## src/rtl/aux_sync_rx.sv

```systemverilog
// Aux sync pulse-train receiver: synchronises sync_in, measures the edge-to-edge
// period and tracks lock against a programmable expected period over Wishbone.
module aux_sync_rx #(
  parameter int PERIOD     = 1024,
  parameter int TOLERANCE  = 2,
  parameter int LOCK_COUNT = 4,
  parameter int CNT_W      = 16
) (
  input  logic        wb_clk_i,
  input  logic        wb_rst_i,
  input  logic        wb_cyc_i,
  input  logic        wb_stb_i,
  input  logic        wb_we_i,
  input  logic [3:0]  wb_sel_i,
  input  logic [31:0] wb_adr_i,
  input  logic [31:0] wb_dat_i,
  output logic [31:0] wb_dat_o,
  output logic        wb_ack_o,
  output logic        wb_err_o,
  input  logic        sync_in,
  output logic        sync_pulse,
  output logic        locked
);

  localparam int MC_W = $clog2(LOCK_COUNT + 1);

  typedef enum logic [1:0] {
    UNLOCKED = 2'd0,
    ACQUIRE  = 2'd1,
    LOCKED   = 2'd2
  } state_t;

  state_t            state;
  logic              s1, s2, s3;
  logic              edge_det;
  logic [CNT_W-1:0]  cnt;
  logic [CNT_W-1:0]  expected;
  logic [CNT_W-1:0]  last_period;
  logic [MC_W-1:0]   match_cnt;
  logic [31:0]       edge_count;
  logic [31:0]       err_count;
  logic [CNT_W:0]    diff;
  logic [CNT_W:0]    limit;
  logic              match;
  logic              timeout;
  logic              err_event;
  logic              bus_req;
  logic              bus_wr;
  logic [2:0]        reg_sel;
  logic              clear_cnt;
  logic              force_unlock;
  logic [31:0]       byte_mask;
  logic [31:0]       rd_data;
  logic              unused_bits;

  assign wb_err_o = 1'b0;
  assign edge_det = s2 & ~s3;

  // Measured period is the counter value on the edge cycle; compare without wrap.
  assign diff    = (cnt >= expected) ? ({1'b0, cnt} - {1'b0, expected})
                                     : ({1'b0, expected} - {1'b0, cnt});
  assign match   = diff <= (CNT_W+1)'(TOLERANCE);
  assign limit   = {1'b0, expected} + (CNT_W+1)'(TOLERANCE);
  assign timeout = ({1'b0, cnt} > limit) && !edge_det;
  assign err_event = (state == LOCKED) && ((edge_det && !match) || timeout);

  // A request is only accepted when no ack is outstanding, so a held strobe
  // gets acknowledged every second cycle.
  assign bus_req      = wb_cyc_i & wb_stb_i & ~wb_ack_o;
  assign bus_wr       = bus_req & wb_we_i;
  assign reg_sel      = wb_adr_i[4:2];
  assign clear_cnt    = bus_wr && (reg_sel == 3'd5) && wb_dat_i[0];
  assign force_unlock = bus_wr && (reg_sel == 3'd5) && wb_dat_i[1];
  assign byte_mask    = {{8{wb_sel_i[3]}}, {8{wb_sel_i[2]}}, {8{wb_sel_i[1]}}, {8{wb_sel_i[0]}}};
  assign unused_bits  = ^{wb_adr_i, wb_dat_i, byte_mask};

  always_comb begin
    rd_data = 32'd0;
    case (reg_sel)
      3'd0:    rd_data = {29'd0, locked, state};
      3'd1:    rd_data = 32'(expected);
      3'd2:    rd_data = 32'(last_period);
      3'd3:    rd_data = edge_count;
      3'd4:    rd_data = err_count;
      default: rd_data = 32'd0;
    endcase
  end

  always_ff @(posedge wb_clk_i) begin
    if (wb_rst_i) begin
      s1 <= 1'b0;
      s2 <= 1'b0;
      s3 <= 1'b0;
    end else begin
      s1 <= sync_in;
      s2 <= s1;
      s3 <= s2;
    end
  end

  always_ff @(posedge wb_clk_i) begin
    if (wb_rst_i) begin
      wb_ack_o <= 1'b0;
      wb_dat_o <= 32'd0;
      expected <= CNT_W'(PERIOD);
    end else begin
      wb_ack_o <= bus_req;
      wb_dat_o <= bus_req ? rd_data : 32'd0;
      if (bus_wr && reg_sel == 3'd1)
        expected <= (expected & ~byte_mask[CNT_W-1:0]) | (wb_dat_i[CNT_W-1:0] & byte_mask[CNT_W-1:0]);
    end
  end

  always_ff @(posedge wb_clk_i) begin
    if (wb_rst_i) begin
      state       <= UNLOCKED;
      locked      <= 1'b0;
      match_cnt   <= '0;
      cnt         <= '0;
      last_period <= '0;
      edge_count  <= 32'd0;
      err_count   <= 32'd0;
      sync_pulse  <= 1'b0;
    end else begin
      sync_pulse <= edge_det;
      if (edge_det)
        cnt <= CNT_W'(1);
      else if (cnt != '1)
        cnt <= cnt + 1'b1;
      if (edge_det && state != UNLOCKED)
        last_period <= cnt;
      if (edge_det)
        edge_count <= edge_count + 32'd1;
      if (err_event && err_count != 32'hFFFF_FFFF)
        err_count <= err_count + 32'd1;

      case (state)
        UNLOCKED: begin
          if (edge_det) begin
            state     <= ACQUIRE;
            match_cnt <= '0;
          end
        end
        ACQUIRE: begin
          if (edge_det) begin
            if (!match) begin
              match_cnt <= '0;
            end else if (match_cnt == MC_W'(LOCK_COUNT - 1)) begin
              state     <= LOCKED;
              locked    <= 1'b1;
              match_cnt <= '0;
            end else begin
              match_cnt <= match_cnt + 1'b1;
            end
          end else if (timeout) begin
            state     <= UNLOCKED;
            match_cnt <= '0;
          end
        end
        LOCKED: begin
          if (edge_det && !match) begin
            state     <= ACQUIRE;
            locked    <= 1'b0;
            match_cnt <= '0;
          end else if (timeout) begin
            state     <= UNLOCKED;
            locked    <= 1'b0;
            match_cnt <= '0;
          end
        end
        default: begin
          state     <= UNLOCKED;
          locked    <= 1'b0;
          match_cnt <= '0;
        end
      endcase

      // Bus control overrides whatever the pulse train did this cycle.
      if (clear_cnt) begin
        edge_count <= 32'd0;
        err_count  <= 32'd0;
      end
      if (force_unlock) begin
        state     <= UNLOCKED;
        locked    <= 1'b0;
        match_cnt <= '0;
      end
    end
  end

endmodule

```

## config.mk

```make
export PLATFORM = sky130hd
export DESIGN_NAME = aux_sync_rx
export DESIGN_NICKNAME = d
export VERILOG_FILES = /design/src/rtl/aux_sync_rx.sv
export SDC_FILE = /design/constraint.sdc
export NUM_CORES = 1
export LEC_CHECK = 0
export BUFFER_PORTS_ARGS = -buffer_cell sky130_fd_sc_hd__buf_2
export CAP_MARGIN = 5
export CORE_AREA = 2 2 188 98
export CTS_CLUSTER_DIAMETER = 80
export CTS_CLUSTER_SIZE = 8
export DETAILED_ROUTE_END_ITERATION = 7
export DIE_AREA = 0 0 190 100
export GPL_TIMING_DRIVEN = 0
export HOLD_SLACK_MARGIN = 0.05
export PLACE_DENSITY = 0.87
export SKIP_CTS_REPAIR_TIMING = 1
export SKIP_LAST_GASP = 1
export SLEW_MARGIN = 10
export SYNTH_ARGS = -nofsm -noshare
export SYNTH_HDL_FRONTEND = slang
export SYNTH_SLANG_ARGS = --single-unit
```

## constraint.sdc

```tcl
create_clock -name wb_clk_i -period 7.7 [get_ports wb_clk_i]
set_input_delay 0.385 -clock wb_clk_i [delete_from_list [all_inputs] [get_ports wb_clk_i]]
set_output_delay 0.385 -clock wb_clk_i [all_outputs]
set_load 0.01 [all_outputs]
```

# After elaboration in Yosys (flattened, before gate mapping)
# Cells that the tools add are included.
# totals
inputBits,74
n_memories,0
ram_bits,0
latchBits,0
mem_bits_ro,0
wordCells,100
reg_bits,155
# op_classes
muxes,24
n_addsub,7
multipliers,0
n_eq_ne,17
n_bitwise,12
n_div,0
n_shift,0
magnitude_cmp,3
n_reduce_logical,22
# ops
operator,n
$pmux 32 s5,1
$add 32x1->32 const B,2
$sub 16x16->17,2
$and 16x16->16,2
$ne 32x32->1 const B,1
$mux 3,6
$add 16x2->17 const B,1
$gt 16x17->1,1
$le 17x2->1 const B,1
$mux 17,1
$add 16x1->16 const B,1
$ge 16x16->1,1
$ne 16x16->1 const B,1
$not 16->16,1
$or 16x16->16,1
$mux 2,6
$eq 3x2->1 const B,3
$logic_and 1x1->1,9
$pmux 3 s3,1
$ne 2x2->1 const B,4
$reduce_or 2->1,4
$mux 1,7
$eq 3x3->1 const B,2
$ne 3x3->1 const B,2
16 further kinds,24

# Longest topological paths before layout
# Gate-level depths: netlist of the first run.
# depth
word_depth,8
mapped_depth,19
ltp_nobuf,17

# Worst setup path after synthesis of the first run
# OpenSTA, ideal clock, no wires.
# synth_path
path_type,register to register
start,register (tool-made name)
end,register err_count[22]
arrival_time_ns,3.916
stages_incl_launch_ff,17
n_path_buf,1
setup_slack_ns,3.725
path_cell_list,dfxtp_1 -> ha_1 -> nand3_1 -> nor4_1 -> and3_1 -> nand3_1 -> xnor2_1 -> ha_1 -> nand3_1 -> o311ai_0 -> o311a_1 -> o21ai_0 -> a41oi_2 -> o21ai_4 -> buf_6 -> or4_1 -> nand2_1
# synth_rtl
element,line,text
end signal: assignment,135,err_count <= err_count + 32'd1;
end: declaration,41,logic [31:0] err_count;

==> metrics.md, run 1 <==
| Metric | Value |
|---|---|
| Final period util | `70.7%` |
| Port Buffers | `60` |
| DP Area | `9970 sq um` |
| Flop pwr share | `44.3%` |
| RSZ-0062 raised after global routing | `false` |
| Worst hold path type | `input pin to flop` |
| Post-route cell area | `10600 sq um` |
| Initial core utilization | `53.1%` |
| Setup violators final | `0` |
| Clock share of power | `46.5%` |
| Cells along the critical path | `ha_1 -> nand3_1 -> nor4_1 -> and3_1 -> nand3_1 -> xnor2_1 -> ha_1 -> nand3_1 -> o311ai_0 -> o311a_1 -> o21ai_0 -> a41oi_2 -> o21ai_4 -> buf_6 -> buf_6 -> o31ai_1 -> a21oi_1` |
| Detail Placement HPWL | `22100 um` |
| Post-Syn Instances | `1156` |
| Synth unique cells | `78` |
| Post-synthesis sequential area ratio | `33.1%` |
| Finished Core Util | `59.8%` |
| Leak pwr | `4.14 nW` |
| Net Count, Synth | `1288` |
| Synth Area in XOR/XNOR | `6.26%` |
| Peak VDD IR | `0.000165 V` |
| Power density over the cells | `174 nW/um^2` |
| # Max-Cap Violations | `0` |
| Max-slew violation count | `0` |
| Nets@finish | `1367` |
| Slew margin rel. | `43.6%` |
| Routed WL | `29100 um` |
| Vias in the first global route | `8349` |
| Post-synth EDFFs | `0` |
| Worst Hold Depth | `2` |
| # IOs | `110` |
| Largest family of logic cells by synthesized area | `simple AND/OR/NAND/NOR gates` |
| RePlAce Congestion | `0.975` |
| Hold endpoint | `s1$_SDFF_PP0_` |
| Placed cells | `1456` |
| Skew-Pair Late Insertion Delay | `0.44 ns` |
| Async set or reset register ratio after synthesis | `0%` |
| Endpoints failing hold | `0` |
| Drt pass-1 iters | `7` |
| Reg2Reg Depth | `17` |
| Bufs on Longest Clock Path | `2` |
| HP Start | `sync_in` |
| ANT nets after route | `0` |
| Fin Setup TNS | `0 ns` |
| GRT overflow | `0` |
| First-pass GRT wire length | `46100 um` |
| Reg2reg setup slack | `2.26 ns` |
| Fill cells | `1512` |
| Outcome | `completed` |
| CTS Sinks | `155` |
| Clk root buf | `clkbuf_16` |
| Die ar. | `19000 sq um` |
| Cell Rows | `35` |
| Share of cells above drive strength 1 | `10.8%` |
| Layout area overhead | `12.7%` |
| Die Width | `190 um` |
| Sequential Area | `3100 sq um` |
| DRC Markers | `0` |
| Fmax | `184 MHz` |
| Die Y | `100 um` |
| Post-synthesis mux area share | `2.56%` |
| Worst slew pin tran | `0.840 ns` |
| Crit path max fanout | `10` |
| Internal Power | `1.34 mW` |
| Initial antenna violation count | `0` |
| Crit path top cell by count | `nand3_1` |
| CP max stage delay | `0.68 ns` |
| Net Sw Frac | `26.8%` |
| Finished Layout Cells | `1488` |
| WL per Instance | `19.6 um` |
| WP data required | `7.99 ns` |
| Synth Area in Compound Gates | `20.5%` |
| Via/cell ratio | `6.37` |
| Final Skew | `0.0107 ns` |
| CP endpoint kind | `flop` |
| Core Area | `17600 sq um` |
| Tot GR Track Use | `31.2%` |
| Ys flop type | `dfxtp_1` |
| Mapped Area | `9370 sq um` |
| FF-to-FF End | `err_count[30]$_SDFFE_PP0P_` |
| Post-Synth Adder-Cell Area | `7.91%` |
| Yosys warns | `0` |
| Mapped Avg Cell Area | `8.10 sq um` |
| Initial drt markers | `1430` |
| Htree depth | `4` |
| Switching pwr | `491 uW` |
| CP Launch Type | `flop` |
| Total CTS buffers | `17` |
| Largest net degree at the start of global routing | `17` |
| Slowest cell on crit path | `o311a_1` |
| Critical path type | `flop to flop` |
| Antenna cells | `0` |
| Area of the multi-input gates | `5760 sq um` |
| Clock slew at reported path FFs | `0.07 ns` |
| Via count | `9477` |
| Post-layout min period | `5.44 ns` |
| Crit path DAT | `5.74 ns` |
| Simple-Gate Fraction of Synth Area | `24.3%` |
| CTS tree | `yes` |
| Yosys reg bits | `155` |
| Comb pwr share | `9.2%` |
[critical path, delay by kind of cell (launching register included)]
family                   cells  cell delay [ns]
AND/OR/NAND/NOR              5             1.26
AO/OA/AOI/OAI                7             2.32
XOR/XNOR                     1             0.16
adder cells (fa/ha/maj)      2             0.59
flip-flops                   1             0.59
buffers and inverters        2             0.35
[how the worst max path moves through the flow]
stage | startpoint | to | slack, ns | cells past startpoint
2_1_floorplan | flop | err_count[22]$_SDFFE_PP0P_ | 3.72 | 16
3_3_place_gp | flop | err_count[22]$_SDFFE_PP0P_ | 2.65 | 16
3_5_place_dp | flop | err_count[30]$_SDFFE_PP0P_ | 2.56 | 17
4_1_cts | flop | err_count[30]$_SDFFE_PP0P_ | 2.49 | 17
5_1_grt | flop | err_count[30]$_SDFFE_PP0P_ | 2.00 | 17
6_report | flop | err_count[30]$_SDFFE_PP0P_ | 2.26 | 17
[synth_stat cells, drive strengths merged, types with 4 or more instances]
library cell | count | share of area (%)
ha | 56 | 7.5
or3 | 18 | 1.2
clkbuf | 35 | 1.4
inv | 49 | 2.0
mux2i | 24 | 2.6
a21boi | 5 | 0.40
and4 | 6 | 0.56
o41ai | 4 | 0.37
a311oi | 4 | 0.37
a211oi | 9 | 0.77
and3 | 20 | 1.3
o21ai | 39 | 2.2
a311o | 4 | 0.43
o2111ai | 5 | 0.53
and2 | 15 | 1.0
or2 | 6 | 0.40
nand3 | 35 | 1.9
nor2 | 155 | 6.2
xnor2 | 32 | 3.0
or4 | 14 | 1.1
a22oi | 30 | 2.4
nand4 | 24 | 1.6
a31oi | 7 | 0.47
nand2 | 115 | 4.7
a21oi | 79 | 4.2
buf | 25 | 2.0
dfxtp | 155 | 33
nor3 | 22 | 1.2
nor2b | 12 | 0.80
nor4 | 6 | 0.40
o211ai | 15 | 1.3
o31ai | 7 | 0.71
a21o | 14 | 1.1
nand2b | 11 | 0.73
xor2 | 35 | 3.3
o21a | 7 | 0.56
a221oi | 17 | 1.8
[cell families (layout without fill, tap and decap cells)]
family / after synthesis / after routing
compound gates: 274 / 274
fa+ha+maj: 58 / 58
xor+xnor: 67 / 67
buf+inv: 109 / 201
mux: 24 / 24
flops: 155 / 155
simple gates: 468 / 468
other cells: 1 / 1
[power by group through the flow]
stage	registers, mW	clock network, mW	logic [mW]
6_report	0.812	0.854	0.169
5_1_grt	0.812	0.894	0.180
4_1_cts	0.812	0.851	0.160
3_5_place_dp	0.830	0	0.158
3_3_place_gp	0.830	0	0.154
2_1_floorplan	0.829	0	0.106
[through the flow]
step	total power [mW]	worst slack, ns	hold slack [ns]
CTS	1.82	2.49	0.164
detailed placement	0.988	2.56	0.438
global route	1.89	2.00	0.178
global placement	0.984	2.65	0.421
finish	1.83	2.26	0.160
floorplan	0.935	3.72	0.406
[metal layers]
layer / wire, um / GRT usage [%]
met5: 0 / 0
met4: 324 / 5.49
met3: 4450 / 10.9
met2: 10700 / 39.6
met1: 13700 / 49.3
[cells in the final DEF (no fill, tap or decap), drive strengths merged, types with 4 or more instances in the layout]
cell / count
a21o: 14
a21boi: 5
a221oi: 17
a21oi: 79
nand3: 35
nor4: 6
ha: 56
and3: 20
o211ai: 15
o31ai: 7
and2: 15
nand4: 24
dfxtp: 155
o21ai: 39
nor2b: 12
clkinvlp: 5
clkbuf: 52
a311oi: 4
buf: 85
xor2: 35
nor3: 22
and4: 6
a311o: 4
or3: 18
inv: 55
a211oi: 9
mux2i: 24
nand2b: 11
a22oi: 30
xnor2: 32
o41ai: 4
or2: 6
nand2: 115
o2111ai: 5
a31oi: 7
nor2: 155
or4: 14
o21a: 7
[layout make-up]
cell class | count | area share, %
well taps | 240 | 2.84
multi-input cells | 892 | 54.6
clock buffers | 17 | 4.03
plain buffers | 60 | 3.00
clock inverters | 15 | 1.55
inverters | 49 | 1.74
flip-flops and latches | 155 | 29.4
repair buffers | 60 | 2.84
No activity file was read; power rests on OpenSTA's default activity.
==> inputs of run 2 (changes only) <==
Settings changed: ABC_AREA set to 1, CORE_AREA 2 2 188 98 to 2 2 196 102, DIE_AREA 0 0 190 100 to 0 0 198 104.
Clock period 7.7 ns to 5.7 ns, I/O delays scaled along.
==> run 2 against run 1 <==
Compared with the run above: the run now ends with DRC left; via count up 18%; first-iteration DRC count up 27%; register-to-register slack worse by 0.88 ns; clock power up 39%; cell area up 8.3%; clock skew up 0.0018 ns; maximum frequency up 26%; critical path type unchanged.
==> metrics.md, run 2 <==
| Metric | Value |
|---|---|
| Ys flop type | `dfxtp_1` |
| Routed WL | `34500 um (+19%)` |
| Vias in the first global route | `9769 (+17%)` |
| Slowest cell on crit path | `dfxtp_1` |
| ANT nets after route | `0 (unchanged)` |
| Yosys warns | `0 (unchanged)` |
| Setup violators final | `0 (unchanged)` |
| Bufs on Longest Clock Path | `2 (unchanged)` |
| Worst path top cell family by delay | `simple AND/OR/NAND/NOR gates` |
| Final Skew | `0.0124 ns (+0.00179 ns)` |
| CTS tree | `yes` |
| Total power | `2.55 mW (+39%)` |
| Crit path DAT | `4.69 ns (-1.05 ns)` |
| Clock slew at reported path FFs | `0.07 ns (about the same)` |
| Hold endpoint | `s1$_SDFF_PP0_` |
| Mapped Avg Cell Area | `6.62 sq um (-18%)` |
| DP Area | `10800 sq um (+8.7%)` |
| Finished Core Util | `60.3% (+0.49 points)` |
| WP data required | `6.06 ns (-1.93 ns)` |
| Share of cells above drive strength 1 | `8.88% (-1.9 points)` |
| # IOs | `110 (unchanged)` |
| Commonest non-fill, non-tap cells in the layout | `nand2_1 (341), inv_1 (218), dfxtp_1 (155), nor2_1 (147), a21oi_1 (136)` |
| Largest net degree at the start of global routing | `17 (unchanged)` |
| DRC Markers | `1 (+1)` |
| Core Area | `19000 sq um (+7.5%)` |
| Die Width | `198 um (+4.2%)` |
| CP bufs+invs | `3 (+1)` |
| WL per Instance | `18.2 um (-7.1%)` |
| Fill cells | `1745 (+15%)` |
| Post-synthesis sequential area ratio | `30.4% (-2.7 points)` |
| RSZ-0062 raised after global routing | `false` |
| GRT overflow | `0 (unchanged)` |
| Nets@finish | `1753 (+28%)` |
| Mapped Area | `10200 sq um (+9.0%)` |
| Drt pass-1 iters | `8 (+1)` |
| Worst hold path type | `input pin to flop` |
| Area leader, netlist | `dfxtp_1` |
| # Max-Cap Violations | `0 (unchanged)` |
| Slew margin rel. | `37.2% (-6.4 points)` |
| Synth unique cells | `50 (-36%)` |
| Failing checks | `DRC` |
| Most frequent cells after synthesis | `nand2_1 (341), inv_1 (218), dfxtp_1 (155), nor2_1 (147), a21oi_1 (136)` |
| Crit path max fanout | `10 (unchanged)` |
| Critical path type | `flop to flop` |
| CP Launch Type | `flop` |
| Fin Setup TNS | `0 ns (unchanged)` |
| Die Y | `104 um (+4.0%)` |
| Area of the multi-input gates | `5990 sq um (+4.0%)` |
| Power density over the cells | `223 nW/um^2 (+28%)` |
| CTS Sinks | `155 (unchanged)` |
| Worst slew pin tran | `0.935 ns (+0.0946 ns)` |
| Detail Placement HPWL | `27100 um (+22%)` |
| Layout area overhead | `12.0%` |
| Initial antenna violation count | `0 (unchanged)` |
| Initial drt markers | `1822 (+27%)` |
| Antenna cells | `0 (unchanged)` |
| Initial core utilization | `53.9% (+0.79 points)` |
| Skew-Pair Late Insertion Delay | `0.45 ns (about the same)` |
| Sequential Area | `3100 sq um (unchanged)` |
| Htree depth | `4 (unchanged)` |
| CP endpoint kind | `flop` |
| Yosys reg bits | `155 (unchanged)` |
| Total CTS buffers | `17 (unchanged)` |
| RePlAce Congestion | `1.09 (+12%)` |
| Reg2Reg Depth | `22 (+5)` |
| Post-layout min period | `4.32 ns (-1.12 ns)` |
| Fmax | `231 MHz (+26%)` |
| Async set or reset register ratio after synthesis | `0% (unchanged)` |
| Die ar. | `20600 sq um (+8.4%)` |
| Cells along the critical path | `nand3_1 -> nor3_2 -> nand2_1 -> nor2_1 -> inv_1 -> nor3_1 -> nand2_1 -> nor3_1 -> xor2_1 -> ha_1 -> a21oi_1 -> nand3b_1 -> nand2_1 -> nor2_1 -> nand3_1 -> nand3_1 -> buf_4 -> nand2_4 -> nand3_4 -> buf_8 -> nand2_1 -> a21oi_1` |
| Reg2reg setup slack | `1.38 ns (-0.88 ns)` |
| Leak pwr | `4.84 nW (+17%)` |
| Clk root buf | `clkbuf_16` |
| Max-slew violation count | `0 (unchanged)` |
| Most common cell after layout, fill and taps aside | `nand2_1` |
| Via count | `11200 (+18%)` |
| HP Start | `sync_in` |
| Post-route cell area | `11400 sq um (+8.3%)` |
| Area contributors post-synth | `dfxtp_1 (30%), nand2_1 (13%), inv_1 (8.0%)` |
| Post-synth top area share | `30.4% (-2.7 points)` |
| Final period util | `75.8% (+5.2 points)` |
| Post-Syn Instances | `1544 (+34%)` |
| Net Count, Synth | `1676 (+30%)` |
| FF-to-FF End | `err_count[12]$_SDFFE_PP0P_` |
| Tot GR Track Use | `33.6% (+2.4 points)` |
| First-pass GRT wire length | `53500 um (+16%)` |
| Worst Hold Depth | `3 (+1)` |
| Outcome | `finished with violations` |
| Endpoints failing hold | `0 (unchanged)` |
| Crit path top cell by count | `nand2_1` |
| Peak VDD IR | `0.000241 V (+47%)` |
| Count leader, synth | `nand2_1` |
| CP max stage delay | `0.47 ns (-0.21 ns)` |
| Via/cell ratio | `5.90 (-7.4%)` |
| Post-synth EDFFs | `0 (unchanged)` |
| Port Buffers | `58 (-3.3%)` |
| Cell Rows | `36 (+2.9%)` |
| Hold_ws | `0.0502 ns (-0.109 ns)` |
==> run 2: cell types whose count changed after synthesis, moves of 29 or more <==
cell     before  now
nand3_1      35  110
inv_1        49  218
o21ai_0      26   69
a22oi_1      30    0
nand2_1     114  341
xnor2_1      32    3
a21oi_1      79  136
==> run 2: per-layer routing <==
metal  routed length [um]  GRT usage, %
met5                    0             0
met3                 6640          17.3
met1                15100          51.1
met4                  548          6.87
met2                12200          40.2
==> run 2: worst max path at each step <==
stage	from	endpoint	slack, ns	depth (start not counted)
5_1_grt	flop	err_count[9]$_SDFFE_PP0P_	1.12	21
4_1_cts	flop	err_count[12]$_SDFFE_PP0P_	1.54	22
3_5_place_dp	flop	err_count[13]$_SDFFE_PP0P_	1.57	22
6_report	flop	err_count[12]$_SDFFE_PP0P_	1.38	22
2_1_floorplan	flop	err_count[6]$_SDFFE_PP0P_	2.55	23
3_3_place_gp	flop	err_count[13]$_SDFFE_PP0P_	1.72	21
==> run 2: cell type report <==
cell class                 count  area share [%]
buffer                        47            2.28
timing repair buffer          58            2.54
clock buffer                  17            3.72
multi-input combinational   1113            52.4
inverter                     229            7.52
tap                          266            2.91
sequential                   155            27.1
clock inverter                14            1.52
==> run 2: logic make-up (layout without fill, tap and decap cells) <==
logic type                 after synthesis  count (layout)  share of synthesized area [%]
adders and majority gates               58              58                           7.25
and+or+nand+nor                        731             731                           32.1
AOI/OAI and AO/OA                      270             270                           14.7
buffers and inverters                  276             365                           11.0
other                                    1               1                         0.0367
xor gates and xnor gates                53              53                           4.54
DFF                                    155             155                           30.4
==> run 2: where the power goes <==
part	internal, mW	switching [mW]	total (mW)
registers	1.09	0.00934	1.10
clock network	0.662	0.530	1.19
logic	0.0730	0.182	0.255
==> run 2: through the flow <==
step,worst slack [ns],std cells
2_1_floorplan,2.55,1544
3_3_place_gp,1.72,1868
3_5_place_dp,1.57,1868
4_1_cts,1.54,1899
5_1_grt,1.12,1899
6_report,1.38,1899
==> run 2: worst register-to-register path, stage by stage, from the launching register on <==
cell and delay, ns:
dfxtp_1 0.47, nand3_1 0.19, nor3_2 0.23, nand2_1 0.09, nor2_1 0.26, inv_1 0.07
nor3_1 0.30, nand2_1 0.17, nor3_1 0.21, xor2_1 0.17, ha_1 0.28, a21oi_1 0.16
nand3b_1 0.12, nand2_1 0.06, nor2_1 0.28, nand3_1 0.13, nand3_1 0.22, buf_4 0.24
nand2_4 0.07, nand3_4 0.09, buf_8 0.16, nand2_1 0.07, a21oi_1 0.20
